## config.mk

```make
export PLATFORM = sky130hd
export DESIGN_NAME = spi_display_rx_flat
export DESIGN_NICKNAME = d
export VERILOG_FILES = /design/src/rtl/spi_display_pkg.sv /design/src/rtl/spi_display_rx_if.sv /design/src/rtl/spi_byte_rx.sv /design/src/rtl/spi_display_rx.sv /design/src/flat_wrapper.sv
export SDC_FILE = /design/constraint.sdc
export NUM_CORES = 1
export LEC_CHECK = 0
export ABC_AREA = 1
export CELL_PAD_IN_SITES_DETAIL_PLACEMENT = 0
export CELL_PAD_IN_SITES_GLOBAL_PLACEMENT = 2
export CORE_MARGIN = 4
export CORE_UTILIZATION = 34
export CTS_CLUSTER_DIAMETER = 50
export DETAILED_ROUTE_END_ITERATION = 6
export PLACE_DENSITY_LB_ADDON = 0.3
export SYNTH_ARGS = -nofsm -noshare
export SYNTH_HDL_FRONTEND = slang
export SYNTH_SLANG_ARGS = --single-unit
```

## constraint.sdc

```tcl
create_clock -name clk -period 3.7 [get_ports clk]
set_input_delay 0.74 -clock clk [delete_from_list [all_inputs] [get_ports clk]]
set_output_delay 0.74 -clock clk [all_outputs]
set_load 0.02 [all_outputs]
```

## src/rtl/spi_display_pkg.sv

```systemverilog
// Shared definitions for the SPI display receiver.
// Contents:
//   - SSD1306-style command opcodes.
//   - The command FSM state enum.
//   - is_one_arg(): flags opcodes that carry one argument byte, which is
//     then discarded.
package spi_display_pkg;

    localparam logic [7:0] CMD_COL_ADDR  = 8'h21;
    localparam logic [7:0] CMD_PAGE_ADDR = 8'h22;
    localparam logic [7:0] CMD_DISP_ON   = 8'hAF;
    localparam logic [7:0] CMD_DISP_OFF  = 8'hAE;

    typedef enum logic [2:0] {
        StCmd,
        StColS,
        StColE,
        StPgS,
        StPgE,
        StSkip1
    } cmd_state_e;

    // Opcodes followed by exactly one argument byte that the model does not use.
    function automatic logic is_one_arg(input logic [7:0] op);
        case (op)
            8'h81, 8'h8D, 8'hA8, 8'hD3, 8'hD5, 8'hD9, 8'hDA, 8'hDB, 8'h20: return 1'b1;
            default: return 1'b0;
        endcase
    endfunction

endpackage

```

## src/rtl/spi_display_rx_if.sv

```systemverilog
// Bus between the video driver (master) and the display model (slave).
// Signals:
//   - spi_cs, spi_dc, spi_sclk, spi_mosi: SPI stream, driven by the master.
//   - fb_we, fb_addr, fb_data: framebuffer write port, driven by the slave.
interface spi_display_rx_if #(
    parameter int unsigned COLS  = 128,
    parameter int unsigned PAGES = 8
);
    localparam int unsigned AW = $clog2(COLS * PAGES);

    logic          spi_cs;
    logic          spi_dc;
    logic          spi_sclk;
    logic          spi_mosi;
    logic          fb_we;
    logic [AW-1:0] fb_addr;
    logic [7:0]    fb_data;

    modport master (
        output spi_cs, spi_dc, spi_sclk, spi_mosi,
        input  fb_we, fb_addr, fb_data
    );

    modport slave (
        input  spi_cs, spi_dc, spi_sclk, spi_mosi,
        output fb_we, fb_addr, fb_data
    );

endinterface

```

## src/rtl/spi_byte_rx.sv

```systemverilog
// SPI byte receiver: synchronises the SPI inputs, detects sclk rising edges and
// assembles bytes MSB first.
// Ports:
//   - clk, rst_n: system clock, synchronous active-low reset.
//   - spi_cs, spi_dc, spi_sclk, spi_mosi: asynchronous SPI inputs.
//   - byte_stb: one-cycle pulse, the cycle after the 8th sclk rise.
//   - rx_byte: last completed byte.
//   - is_data: dc value sampled with the 8th bit.
module spi_byte_rx #(
    parameter int unsigned SYNC_STAGES = 2
) (
    input  logic       clk,
    input  logic       rst_n,
    input  logic       spi_cs,
    input  logic       spi_dc,
    input  logic       spi_sclk,
    input  logic       spi_mosi,
    output logic       byte_stb,
    output logic [7:0] rx_byte,
    output logic       is_data
);

    logic [SYNC_STAGES-1:0] cs_sync_q, dc_sync_q, sclk_sync_q, mosi_sync_q;
    logic                   sclk_prev_q;
    logic [7:0]             shift_q;
    logic [2:0]             bit_cnt_q;
    logic                   byte_stb_q;
    logic [7:0]             byte_q;
    logic                   is_data_q;

    logic cs_s, dc_s, sclk_s, mosi_s, sclk_rise;
    logic [7:0] shift_next;

    assign cs_s       = cs_sync_q[SYNC_STAGES-1];
    assign dc_s       = dc_sync_q[SYNC_STAGES-1];
    assign sclk_s     = sclk_sync_q[SYNC_STAGES-1];
    assign mosi_s     = mosi_sync_q[SYNC_STAGES-1];
    assign sclk_rise  = sclk_s & ~sclk_prev_q;
    assign shift_next = {shift_q[6:0], mosi_s};

    always_ff @(posedge clk) begin
        if (!rst_n) begin
            cs_sync_q   <= '1;  // deselected out of reset
            dc_sync_q   <= '0;
            sclk_sync_q <= '0;
            mosi_sync_q <= '0;
            sclk_prev_q <= 1'b0;
            shift_q     <= 8'h00;
            bit_cnt_q   <= 3'd0;
            byte_stb_q  <= 1'b0;
            byte_q      <= 8'h00;
            is_data_q   <= 1'b0;
        end else begin
            for (int i = SYNC_STAGES - 1; i > 0; i--) begin
                cs_sync_q[i]   <= cs_sync_q[i-1];
                dc_sync_q[i]   <= dc_sync_q[i-1];
                sclk_sync_q[i] <= sclk_sync_q[i-1];
                mosi_sync_q[i] <= mosi_sync_q[i-1];
            end
            cs_sync_q[0]   <= spi_cs;
            dc_sync_q[0]   <= spi_dc;
            sclk_sync_q[0] <= spi_sclk;
            mosi_sync_q[0] <= spi_mosi;
            sclk_prev_q    <= sclk_s;
            byte_stb_q     <= 1'b0;

            if (cs_s) begin
                // Deselect drops any partial byte.
                bit_cnt_q <= 3'd0;
            end else if (sclk_rise) begin
                shift_q <= shift_next;
                if (bit_cnt_q == 3'd7) begin
                    bit_cnt_q  <= 3'd0;
                    byte_stb_q <= 1'b1;
                    byte_q     <= shift_next;
                    is_data_q  <= dc_s;
                end else begin
                    bit_cnt_q <= bit_cnt_q + 3'd1;
                end
            end
        end
    end

    assign byte_stb = byte_stb_q;
    assign rx_byte  = byte_q;
    assign is_data  = is_data_q;

endmodule

```

## src/rtl/spi_display_rx.sv

```systemverilog
// SPI display-panel model: decodes an SSD1306-style command subset and writes
// data bytes into a page-organised framebuffer (address = page*COLS + col).
// Ports:
//   - clk, rst_n: system clock (>= 4x sclk), synchronous active-low reset.
//   - bus: SPI inputs and framebuffer write port (slave modport).
//   - disp_on: display enable state.
//   - rx_stb, rx_byte, rx_is_data: completed-byte pulse, byte and its dc flag.
module spi_display_rx
    import spi_display_pkg::*;
#(
    parameter int unsigned COLS        = 128,
    parameter int unsigned PAGES       = 8,
    parameter int unsigned SYNC_STAGES = 2
) (
    input  logic                   clk,
    input  logic                   rst_n,
    spi_display_rx_if.slave        bus,
    output logic                   disp_on,
    output logic                   rx_stb,
    output logic [7:0]             rx_byte,
    output logic                   rx_is_data
);

    localparam int unsigned CW = $clog2(COLS);
    localparam int unsigned PW = $clog2(PAGES);

    logic       byte_stb;
    logic [7:0] byte_w;
    logic       is_data;

    spi_byte_rx #(
        .SYNC_STAGES(SYNC_STAGES)
    ) u_byte_rx (
        .clk      (clk),
        .rst_n    (rst_n),
        .spi_cs   (bus.spi_cs),
        .spi_dc   (bus.spi_dc),
        .spi_sclk (bus.spi_sclk),
        .spi_mosi (bus.spi_mosi),
        .byte_stb (byte_stb),
        .rx_byte  (byte_w),
        .is_data  (is_data)
    );

    cmd_state_e    state_q, state_d;
    logic [CW-1:0] col_start_q, col_start_d, col_end_q, col_end_d, col_q, col_d;
    logic [PW-1:0] page_start_q, page_start_d, page_end_q, page_end_d, page_q, page_d;
    logic          disp_on_q, disp_on_d;

    always_ff @(posedge clk) begin
        if (!rst_n) begin
            state_q      <= StCmd;
            col_start_q  <= '0;
            col_end_q    <= CW'(COLS - 1);
            col_q        <= '0;
            page_start_q <= '0;
            page_end_q   <= PW'(PAGES - 1);
            page_q       <= '0;
            disp_on_q    <= 1'b0;
        end else begin
            state_q      <= state_d;
            col_start_q  <= col_start_d;
            col_end_q    <= col_end_d;
            col_q        <= col_d;
            page_start_q <= page_start_d;
            page_end_q   <= page_end_d;
            page_q       <= page_d;
            disp_on_q    <= disp_on_d;
        end
    end

    always_comb begin
        state_d      = state_q;
        col_start_d  = col_start_q;
        col_end_d    = col_end_q;
        col_d        = col_q;
        page_start_d = page_start_q;
        page_end_d   = page_end_q;
        page_d       = page_q;
        disp_on_d    = disp_on_q;

        if (byte_stb) begin
            if (is_data) begin
                // A data byte also aborts any pending argument sequence.
                state_d = StCmd;
                if (col_q == col_end_q) begin
                    col_d = col_start_q;
                    if (page_q == page_end_q) begin
                        page_d = page_start_q;
                    end else begin
                        page_d = page_q + 1'b1;
                    end
                end else begin
                    col_d = col_q + 1'b1;
                end
            end else begin
                unique case (state_q)
                    StCmd: begin
                        if (byte_w == CMD_COL_ADDR) begin
                            state_d = StColS;
                        end else if (byte_w == CMD_PAGE_ADDR) begin
                            state_d = StPgS;
                        end else if (byte_w == CMD_DISP_ON) begin
                            disp_on_d = 1'b1;
                        end else if (byte_w == CMD_DISP_OFF) begin
                            disp_on_d = 1'b0;
                        end else if (is_one_arg(byte_w)) begin
                            state_d = StSkip1;
                        end
                    end
                    StColS: begin
                        col_start_d = byte_w[CW-1:0];
                        state_d     = StColE;
                    end
                    StColE: begin
                        col_end_d = byte_w[CW-1:0];
                        col_d     = col_start_q;
                        state_d   = StCmd;
                    end
                    StPgS: begin
                        page_start_d = byte_w[PW-1:0];
                        state_d      = StPgE;
                    end
                    StPgE: begin
                        page_end_d = byte_w[PW-1:0];
                        page_d     = page_start_q;
                        state_d    = StCmd;
                    end
                    StSkip1: state_d = StCmd;
                    default: state_d = StCmd;
                endcase
            end
        end
    end

    // Write port presents the pre-increment pointer in the rx_stb cycle.
    assign bus.fb_we   = byte_stb & is_data;
    assign bus.fb_addr = {page_q, col_q};
    assign bus.fb_data = byte_w;

    assign disp_on    = disp_on_q;
    assign rx_stb     = byte_stb;
    assign rx_byte    = byte_w;
    assign rx_is_data = is_data;

endmodule

```

## src/flat_wrapper.sv

```systemverilog
// flat-port wrapper written by rule: the top's interface ports become plain ports
module spi_display_rx_flat import spi_display_pkg::*;
#(
    parameter int unsigned COLS        = 128,
    parameter int unsigned PAGES       = 8,
    parameter int unsigned SYNC_STAGES = 2
)
  (clk, rst_n, disp_on, rx_stb, rx_byte, rx_is_data, bus_spi_cs, bus_spi_dc, bus_spi_sclk, bus_spi_mosi, bus_fb_we, bus_fb_addr, bus_fb_data);
  spi_display_rx_if #(.COLS(COLS), .PAGES(PAGES)) bus_i ();
  input  logic clk;
  input  logic rst_n;
  output logic disp_on;
  output logic rx_stb;
  output logic [7:0] rx_byte;
  output logic rx_is_data;
  input wire logic [$bits(bus_i.spi_cs)-1:0] bus_spi_cs;
  input wire logic [$bits(bus_i.spi_dc)-1:0] bus_spi_dc;
  input wire logic [$bits(bus_i.spi_sclk)-1:0] bus_spi_sclk;
  input wire logic [$bits(bus_i.spi_mosi)-1:0] bus_spi_mosi;
  output wire logic [$bits(bus_i.fb_we)-1:0] bus_fb_we;
  output wire logic [$bits(bus_i.fb_addr)-1:0] bus_fb_addr;
  output wire logic [$bits(bus_i.fb_data)-1:0] bus_fb_data;
  assign bus_i.spi_cs = bus_spi_cs;
  assign bus_i.spi_dc = bus_spi_dc;
  assign bus_i.spi_sclk = bus_spi_sclk;
  assign bus_i.spi_mosi = bus_spi_mosi;
  assign bus_fb_we = bus_i.fb_we;
  assign bus_fb_addr = bus_i.fb_addr;
  assign bus_fb_data = bus_i.fb_data;
  spi_display_rx #(.COLS(COLS), .PAGES(PAGES), .SYNC_STAGES(SYNC_STAGES)) u_core (.clk(clk), .rst_n(rst_n), .bus(bus_i), .disp_on(disp_on), .rx_stb(rx_stb), .rx_byte(rx_byte), .rx_is_data(rx_is_data));
endmodule
```

==> results.md, run 1 <==
* Nets@finish at 430
* Clk Latency, worst-skew pair at 0.34 ns
* Final Hold Vio Count at 0
* Status: completed
* Slew Viols, Final at 0
* Synth Net Count at 402
* WS Path Type: flip-flop to output pin
* CTS root buffer: clkbuf_8
* Final Setup Violations at 0
* Worst EP required at 2.96 ns
* Delay-heaviest family, CP: buffers and inverters
* CTS H-tree lvls at 3
* Final period utilization at a little over two thirds
* CTS tree: done
* Antenna-violating nets left at 0
* Slowest stage delay, CP at 0.65 ns
* TritonCTS buffer count at 9
* # IOs at 36
* Internal power at 1.019 mW
* Cts hold-fix bufs at 0
* Synthesized flop and latch total at 63
* Most frequent cell after synthesis: nand2_1
* Die area at around 10000 µm²
* Sequential fraction of the synthesis area at 43.45%
* CP Capture Type: output pin
* Flop pwr share at 52.5%
* # DRC at 0
* Multi-input gate area at 1339 µm²
* Worst setup SP type: flip-flop
* Total power at 1.307 mW
* Core area at 8258 µm²
* Site row count at 33
* Wirelength, routed at 7024 µm
* Mapped cell area at 2903 µm²
* Clock buffer depth at 2
* Fmax at 384.1 MHz
* Clock slew at reported path FFs at 0.07 ns
* Grt ovf at 0
* Ys async rst share at 0%
* Synth warn at 0
* Post-DP HPWL at 5069 µm
* Die height at between 100 and 150 µm
* Ant. Diodes at 0
* Seq. cell area at 1261 µm²
* Clock period minus worst slack at 2.604 ns
* Critical path arrival at 1.86 ns
* Relative slew slack at 56.78%
* RSZ-0062 raised after global routing: false
* Sw power at between 0.2 and 0.3 mW
* Leak Pwr at 1.454 nW
* Comb pwr share at roughly 2.1%
* Commonest cells post-synth: nand2_1 (79), dfxtp_1 (63), nor2_1 (44)
* Filler cells at 902
* WL/cell at 13.25 µm
* CP Max Fanout at 13
* Buf/Inv on CP at 2
* Slew @ Worst Pin at 0.6430 ns
* Routability cong. at 0.7683
* Post-CTS Setup Bufs at 0
* Initial antenna violation count at 0
* Clk sink count at 63
* Clock power share at between 40% and 50%
* Final core occ at 42.12%
* Router iterations before antenna repair at 4
* Syn_area_per_cell at 7.405 µm²
* Vias in the first global route at 2386
* Max Cap Viol at 0
* Vias per cell at 4.670
* HP Class: flip-flop to flip-flop
* Crit-path slowest cell: dfxtp_1
* First-pass GRT wire length at 11630 µm
* Critical-path cell list: nand2_1, inv_1, clkdlybuf4s50_1
* Ranking of synthesized cells by area: dfxtp_1 (43%), nand2_1 (10%), nor2_1 (5.7%)
* Setup tns final at 0 ns
* Gates resized, CTS repair at 0
* Power per cell area at 375.7 nW/µm²
* Vias at 2475
* DRT iter0 DRCs at 64
* Post-synth EDFFs at 0
* Share of the synthesized area in the top cell type at 43.45%
* VDD IR-drop max at 0.1409 mV
* Yosys cell types at 31
* Pin count of the biggest net entering global routing at 50
* P&R area growth vs syn at 19.83%
* Dpl ws at 1.334 ns
* Die X at 100.4 µm
* Syn Inst Count at 392
* Net Sw Frac at 22.04%
* IO buf count at 35
* Final WS setup at 1.096 ns
* Share of layout cells above drive strength 1 at 11.06%
* Initial cell density of the core at 35.15%
* Final instance area at 3478 µm²
* Top FF cell, synth: dfxtp_1
* Top cell type by total area after synthesis: dfxtp_1
* Post-DP Area at 3281 µm²
* Worst Skew at roughly 0.0076 ns
* Total GRT Usage at roughly 15%
power groups by stage:
stage / Clock (mW) / Sequential (mW) / Combinational, mW
CTS: 0.615 / 0.686 / 0.0279
detailed placement: 0 / 0.701 / 0.0279
global placement: 0 / 0.701 / 0.0280
floorplan: 0 / 0.701 / 0.0173
finish: 0.594 / 0.686 / 0.0271
global route: 0.641 / 0.686 / 0.0301
area by class of cell:
type                    count  share of cell area [%]
repair buffers             36                   10.29
multi-input cells         259                   38.49
clock inverters             6                   1.727
flip-flops and latches     63                   36.26
well taps                 105                   3.777
inverters                  51                   5.504
clock buffers              10                   3.957
cell usage in the layout (no fill, tap or decap), drive strengths merged:
cell / synthesis / final
a21oi: 28 / 28
a221oi: 3 / 3
buf: 11 / 1
bufinv: 0 / 1
clkbuf: 8 / 10
clkdlybuf4s50: 0 / 35
clkinv: 0 / 3
clkinvlp: 0 / 2
dfxtp: 63 / 63
ha: 4 / 4
inv: 51 / 51
nand2: 81 / 81
nand3: 20 / 20
nand3b: 1 / 1
nand4: 2 / 2
nor2: 49 / 49
nor3: 6 / 6
nor4: 2 / 2
o211a: 1 / 1
o211ai: 10 / 10
o21a: 1 / 1
o21ai: 34 / 34
o21bai: 1 / 1
or2: 2 / 2
xnor2: 9 / 9
xor2: 5 / 5
registers in the layout, summed over array words and instances (netlist names), 2 cells and up:
name and flops:
u_core.u_byte_rx.sclk_sync_q 2, u_core.u_byte_rx.shift_q 7, u_core.col_start_q 7, u_core.u_byte_rx.cs_sync_q 2, u_core.u_byte_rx.mosi_sync_q 2, u_core.page_start_q 3, u_core.page_end_q 3, u_core.state_q 3
u_core.page_q 3, u_core.col_q 7, u_core.u_byte_rx.rx_byte 8, u_core.u_byte_rx.bit_cnt_q 3, u_core.col_end_q 7, u_core.u_byte_rx.dc_sync_q 2
final timing paths:
check | from | endpoint | slack, ns | depth (start not counted)
worst min register to register | u_core.u_byte_rx.mosi_sync_q[0] | u_core.u_byte_rx.mosi_sync_q[1] | 0.42 | 2
worst max-delay path | u_core.u_byte_rx.is_data | bus_fb_we | 1.10 | 3
worst min-delay path | u_core.u_byte_rx.mosi_sync_q[0] | u_core.u_byte_rx.mosi_sync_q[1] | 0.42 | 2
worst max register to register | u_core.u_byte_rx.is_data | u_core.page_q[2] | 1.87 | 8
cells by family after synthesis:
group           after synthesis  synth area share, %
xor+xnor                     14                4.224
compound gates               78                15.69
buf+inv                      70                10.43
simple gates                163                24.48
flops                        63                43.45
fa+ha+maj                     4                1.724
worst reg2reg max path, stage by stage, from the launching register on:
cell	delay (ns)
dfxtp_1	0.47
inv_1	0.21
nand2_1	0.15
nor3_1	0.36
inv_2	0.13
nand2_1	0.19
inv_2	0.07
nor2_1	0.10
nor2_1	0.05
metal layers:
metal	GRT usage, %	part of all wire, %
met3	3.266	3.9
met5	0	0
met1	19.98	51
met2	22.58	43
met4	6.321	2.1
stage by stage:
step                cells  hold WS [ns]
floorplan             392        0.3905
global placement      514        0.3944
detailed placement    514        0.3998
CTS                   530        0.4171
global route          530        0.4271
finish                530        0.4160
Note: power is estimated with default switching activity, not from simulation.
==> inputs of run 2 (changes only) <==
CORE_UTILIZATION = 28   (was 34)
clock period = 2.21 ns   (was 3.7 ns; I/O delays follow)
==> results.md, run 2 (synthesized netlist as in run 1, its figures left out) <==
* Cts hold-fix bufs at 0
* Vias per cell at 4.388
* CP startpoint: u_core.u_byte_rx.byte_stb
* Clock slew at reported path FFs at 0.07 ns
* Post-DP HPWL at 5289 µm
* Leak Pwr at between 1 and 1.5 nW
* # IOs at 36
* Post-CTS Setup Bufs at 0
* Delay-heaviest family, CP: buffers and inverters
* HP Class: flip-flop to flip-flop
* Clock period minus worst slack at 2.036 ns
* CP Capture Type: output pin
* Hold Startpoint: u_core.u_byte_rx.sclk_sync_q[0]
* Share of layout cells above drive strength 1 at 11.27%
* Pin count of the biggest net entering global routing at 49
* Slowest stage delay, CP at 0.61 ns
* Buf/Inv on CP at 2
* Initial antenna violation count at 0
* Power per cell area at 601.1 nW/µm²
* CP Max Fanout at 7
* Final Hold Vio Count at 0
* Gates resized, CTS repair at 0
* Clock buffer depth at 2
* Antenna-violating nets left at 0
* Critical-path cell list: nand2_1, inv_1, clkdlybuf4s50_1
* CTS root buffer: clkbuf_8
* P&R area growth vs syn at 21.25%
* Clk Latency, worst-skew pair at 0.34 ns
* Final Setup Violations at 0
* Die height at 109.8 µm
* Final period utilization at 92.14%
* Ant. Diodes at 0
* Crit Reg-Reg Startpoint: u_core.u_byte_rx.bit_cnt_q[0]
* Worst EP required at 1.77 ns
* Fmax at 491.1 MHz
* Wirelength, routed at 7135 µm
* Grt ovf at 0
* Final instance area at 3520 µm²
* VDD IR-drop max at 0.2651 mV
* CTS tree: done
* RSZ-0062 raised after global routing: false
* Router iterations before antenna repair at 4
* Post-DP Area at 3336 µm²
* Worst Skew at about 0.0073 ns
* Worst setup SP type: flip-flop
* Slew @ Worst Pin at approximately 0.58 ns
* WS Path Type: flip-flop to output pin
* Max Cap Viol at 0
* Total power at ~2.1 mW
* Setup tns final at 0 ns
* TritonCTS buffer count at 9
* Relative slew slack at approximately three fifths
* DRT iter0 DRCs at 101
* Vias at between 2000 and 2500
* Crit-path slowest cell: clkdlybuf4s50_1
* Routability cong. at 0.7320
* Initial cell density of the core at 29.16%
* Site row count at 36
* Vias in the first global route at ~2400
* Total GRT Usage at 12.92%
* Nets@finish at about 430
* Clk sink count at 63
* Most frequent cells in the layout: nand2_1 (79), dfxtp_1 (63), nor2_1 (44)
* # DRC at 0
* IO buf count at 35
* Die X at 109.8 µm
* Largest register FFs at 8
* Most common cell after layout, fill and taps aside: nand2_1
* CTS H-tree lvls at 3
* Die area at 12060 µm²
* WHS at a little over 0.4 ns
* First-pass GRT wire length at approximately 12000 µm
* Slew Viols, Final at 0
* Critical path arrival at 1.59 ns
* Core area at 9955 µm²
* Status: completed
* WL/cell at 12.76 µm
run 2: path summary, 6_finish.rpt:
kind	to	slack (ns)	cells after the start
setup / recovery	bus_fb_we	0.17	3
hold reg to reg	u_core.u_byte_rx.sclk_sync_q[1]	0.41	2
setup reg to reg	u_core.u_byte_rx.rx_byte[5]	0.59	8
hold / removal	u_core.u_byte_rx.sclk_sync_q[1]	0.41	2
run 2: per-layer routing:
layer | up-vias | part of all wire [%] | global-route usage, %
met5 | - | 0 | 0
met3 | 5 | 4.9 | 4.698
met1 | 1097 | 45 | 15.59
met2 | 38 | 50 | 21.75
met4 | 0 | 0.76 | 3.206
li1 | 1313 | - | -
run 2: area by class of cell:
class,instances,area [µm²]
Sequential cell,63,1261
Inverter,51,191.4
Clock inverter,5,32.53
Tap cell,133,166.4
Multi-Input combinational cell,259,1339
Clock buffer,11,151.4
Timing Repair Buffer,37,377.9
Fill cell,1096,6435
run 2: per-stage QoR:
stage          utilization, %  instances  worst slack, ns
3_5_place_dp            33.51        543           0.5157
3_3_place_gp            33.51        543           0.5481
6_report                35.36        559           0.1737
4_1_cts                 35.36        559           0.1338
2_1_floorplan               -        392           0.7674
5_1_grt                 35.36        559          0.06837
run 2: tightest hold or removal path: stages, from the launching register on:
cell     delay (ns)
dfxtp_1        0.31
nand2_1        0.04
inv_1          0.04
run 2: power breakdown:
part           leakage (nW)  internal (mW)  switching (mW)
registers             0.510           1.14         0.00416
clock network        0.0873          0.464           0.456
logic                 0.856         0.0192          0.0295
total                  1.45           1.63           0.489
==> inputs of run 3 (changes only) <==
CORE_UTILIZATION = 32   (was 28)
DONT_BUFFER_PORTS = 1   (was not set)
==> results.md, run 3 (synthesized netlist as in run 1, its figures left out) <==
* Status: completed
* Crit Reg-Reg Startpoint: u_core.col_q[0]
* Wirelength, routed at between 7000 and 8000 µm
* Clock period minus worst slack at around 1.7 ns
* Worst Skew at 0.01257 ns
* P&R area growth vs syn at 11.98%
* Largest register FFs at 8
* Final core occ at 37.09%
* Filler cells at 952
* Clk Latency, worst-skew pair at 0.34 ns
* Non-Filler Instances at roughly 510
* # DRC at 0
* Slew Viols, Final at 0
* Flop pwr share at 51.0%
* Final Hold Vio Count at 0
* Vias per cell at ~4.7
* First-pass GRT wire length at 11750 µm
* Core area at 8763 µm²
* CP Max Fanout at 12
* Clock buffer depth at 2
* Setup slack, reg-to-reg at 0.55 ns
* Slew @ Worst Pin at 0.6622 ns
* Total GRT Usage at 14.54%
* FF-to-FF path depth at 8
* Cts hold-fix bufs at 0
* Initial antenna violation count at 0
* Site row count at 34
* Leak Pwr at 1.410 nW
* RSZ-0062 raised after global routing: false
* Final Setup Violations at 0
* Pin count of the biggest net entering global routing at 50
* Die X at 103.2 µm
* CTS tree: done
* Share of layout cells above drive strength 1 at 14.64%
* Final instance area at 3251 µm²
* CP Capture Type: output pin
* Most frequent cells in the layout: nand2_1 (79), dfxtp_1 (63), nor2_1 (44)
* IO buf count at 0
* Sw power at around 0.47 mW
* WHS at 0.2031 ns
* WS Path Type: flip-flop to output pin
* Relative slew slack at 55.49%
* DRT iter0 DRCs at 73
* Gates resized, CTS repair at 0
* Vias in the first global route at approximately 2400
* Vias at 2402
* Hold path depth at 2
* Power per cell area at 692.6 nW/µm²
* WL/cell at between 10 and 15 µm
* FF-to-FF End: u_core.col_q[4]
* Die area at 10660 µm²
* Antenna-violating nets left at 0
* Hold endpoint: u_core.u_byte_rx.mosi_sync_q[0]
* Routability cong. at 0.7601
* # IOs at 36
* Critical path arrival at 1.25 ns
* Placed cells at 496
* Setup tns final at 0 ns
* HP Class: input port to flip-flop
* Clk sink count at 63
* Die height at 103.2 µm
* Post-DP Area at approximately 3000 µm²
* CTS root buffer: clkbuf_8
* Net Sw Frac at 20.82%
* Grt ovf at 0
* TritonCTS buffer count at 9
* Fmax at 592.2 MHz
* Max Cap Viol at 0
* Worst EP required at 1.77 ns
* Most common cell after layout, fill and taps aside: nand2_1
* Nets@finish at 409
* Clock slew at reported path FFs at 0.07 ns
* Comb pwr share at 1.0%
* CTS H-tree lvls at 3
* VDD IR-drop max at 0.2678 mV
* Clock power share at 47.9%
* Post-DP HPWL at 5177 µm
* Internal power at roughly 1.8 mW
* Initial cell density of the core at 33.12%
* Router iterations before antenna repair at 4
* Worst setup SP type: flip-flop
* Ant. Diodes at 0
* Final period utilization at about three quarters
* Post-CTS Setup Bufs at 0
* Hold Startpoint: bus_spi_mosi
-- run 3: cell types whose count changed in the layout (fill, tap and decap cells not counted), sizes merged --
cell,delta
clkbuf,-1
buf,+13
clkinv,-1
bufinv,+2
clkdlybuf4s50,-35
clkinvlp,-1
-- run 3: how the worst max path moves through the flow --
| stage | startpoint | endpoint | cells past startpoint |
|---|---|---|---|
| after global placement | u_core.u_byte_rx.is_data | u_core.page_q[2] | 8 |
| after global routing | u_core.col_q[0] | u_core.col_q[4] | 8 |
| after detailed placement | u_core.col_q[0] | u_core.col_q[4] | 8 |
| after CTS | u_core.u_byte_rx.is_data | bus_fb_we | 3 |
| final | u_core.u_byte_rx.is_data | bus_fb_we | 3 |
| after floorplan | u_core.col_q[0] | u_core.col_q[4] | 8 |
-- run 3: power groups by stage --
stage | registers (mW) | logic, mW | clock network (mW)
final | 1.15 | 0.0236 | 1.08
after global routing | 1.15 | 0.0276 | 1.18
after CTS | 1.15 | 0.0242 | 1.13
after detailed placement | 1.17 | 0.0242 | 0
after global placement | 1.17 | 0.0240 | 0
after floorplan | 1.17 | 0.0289 | 0
-- run 3: layout make-up --
class | instances | area (µm²) | share of cell area [%]
clock buffers | 10 | 127.6 | 3.926
clock inverters | 5 | 83.83 | 2.579
inverters | 51 | 191.4 | 5.889
multi-input cells | 259 | 1339 | 41.19
flip-flops and latches | 63 | 1261 | 38.80
well taps | 108 | 135.1 | 4.157
repair buffers | 15 | 112.6 | 3.464
-- run 3: per-layer routing --
| metal | wire [µm] | GRT usage [%] | part of all wire (%) |
|---|---|---|---|
| met1 | 3401 | 19.07 | 48 |
| met2 | 3208 | 22.35 | 46 |
| met3 | 311 | 4.561 | 4.4 |
| met4 | 97 | 5.677 | 1.4 |
| met5 | 0 | 0 | 0 |
-- run 3: worst max-delay path: stages (launching register included) --
cell and delay (ns):
dfxtp_1 0.33, buf_4 0.25, nand2_1 0.10, inv_1 0.23
-- run 3: stage by stage --
stage / power [mW] / worst slack, ns
after global placement: 1.199 / 0.5930
after floorplan: 1.202 / 0.7674
after CTS: 2.298 / 0.4907
after detailed placement: 1.199 / 0.5657
final: 2.251 / 0.5214
after global routing: 2.356 / 0.3613
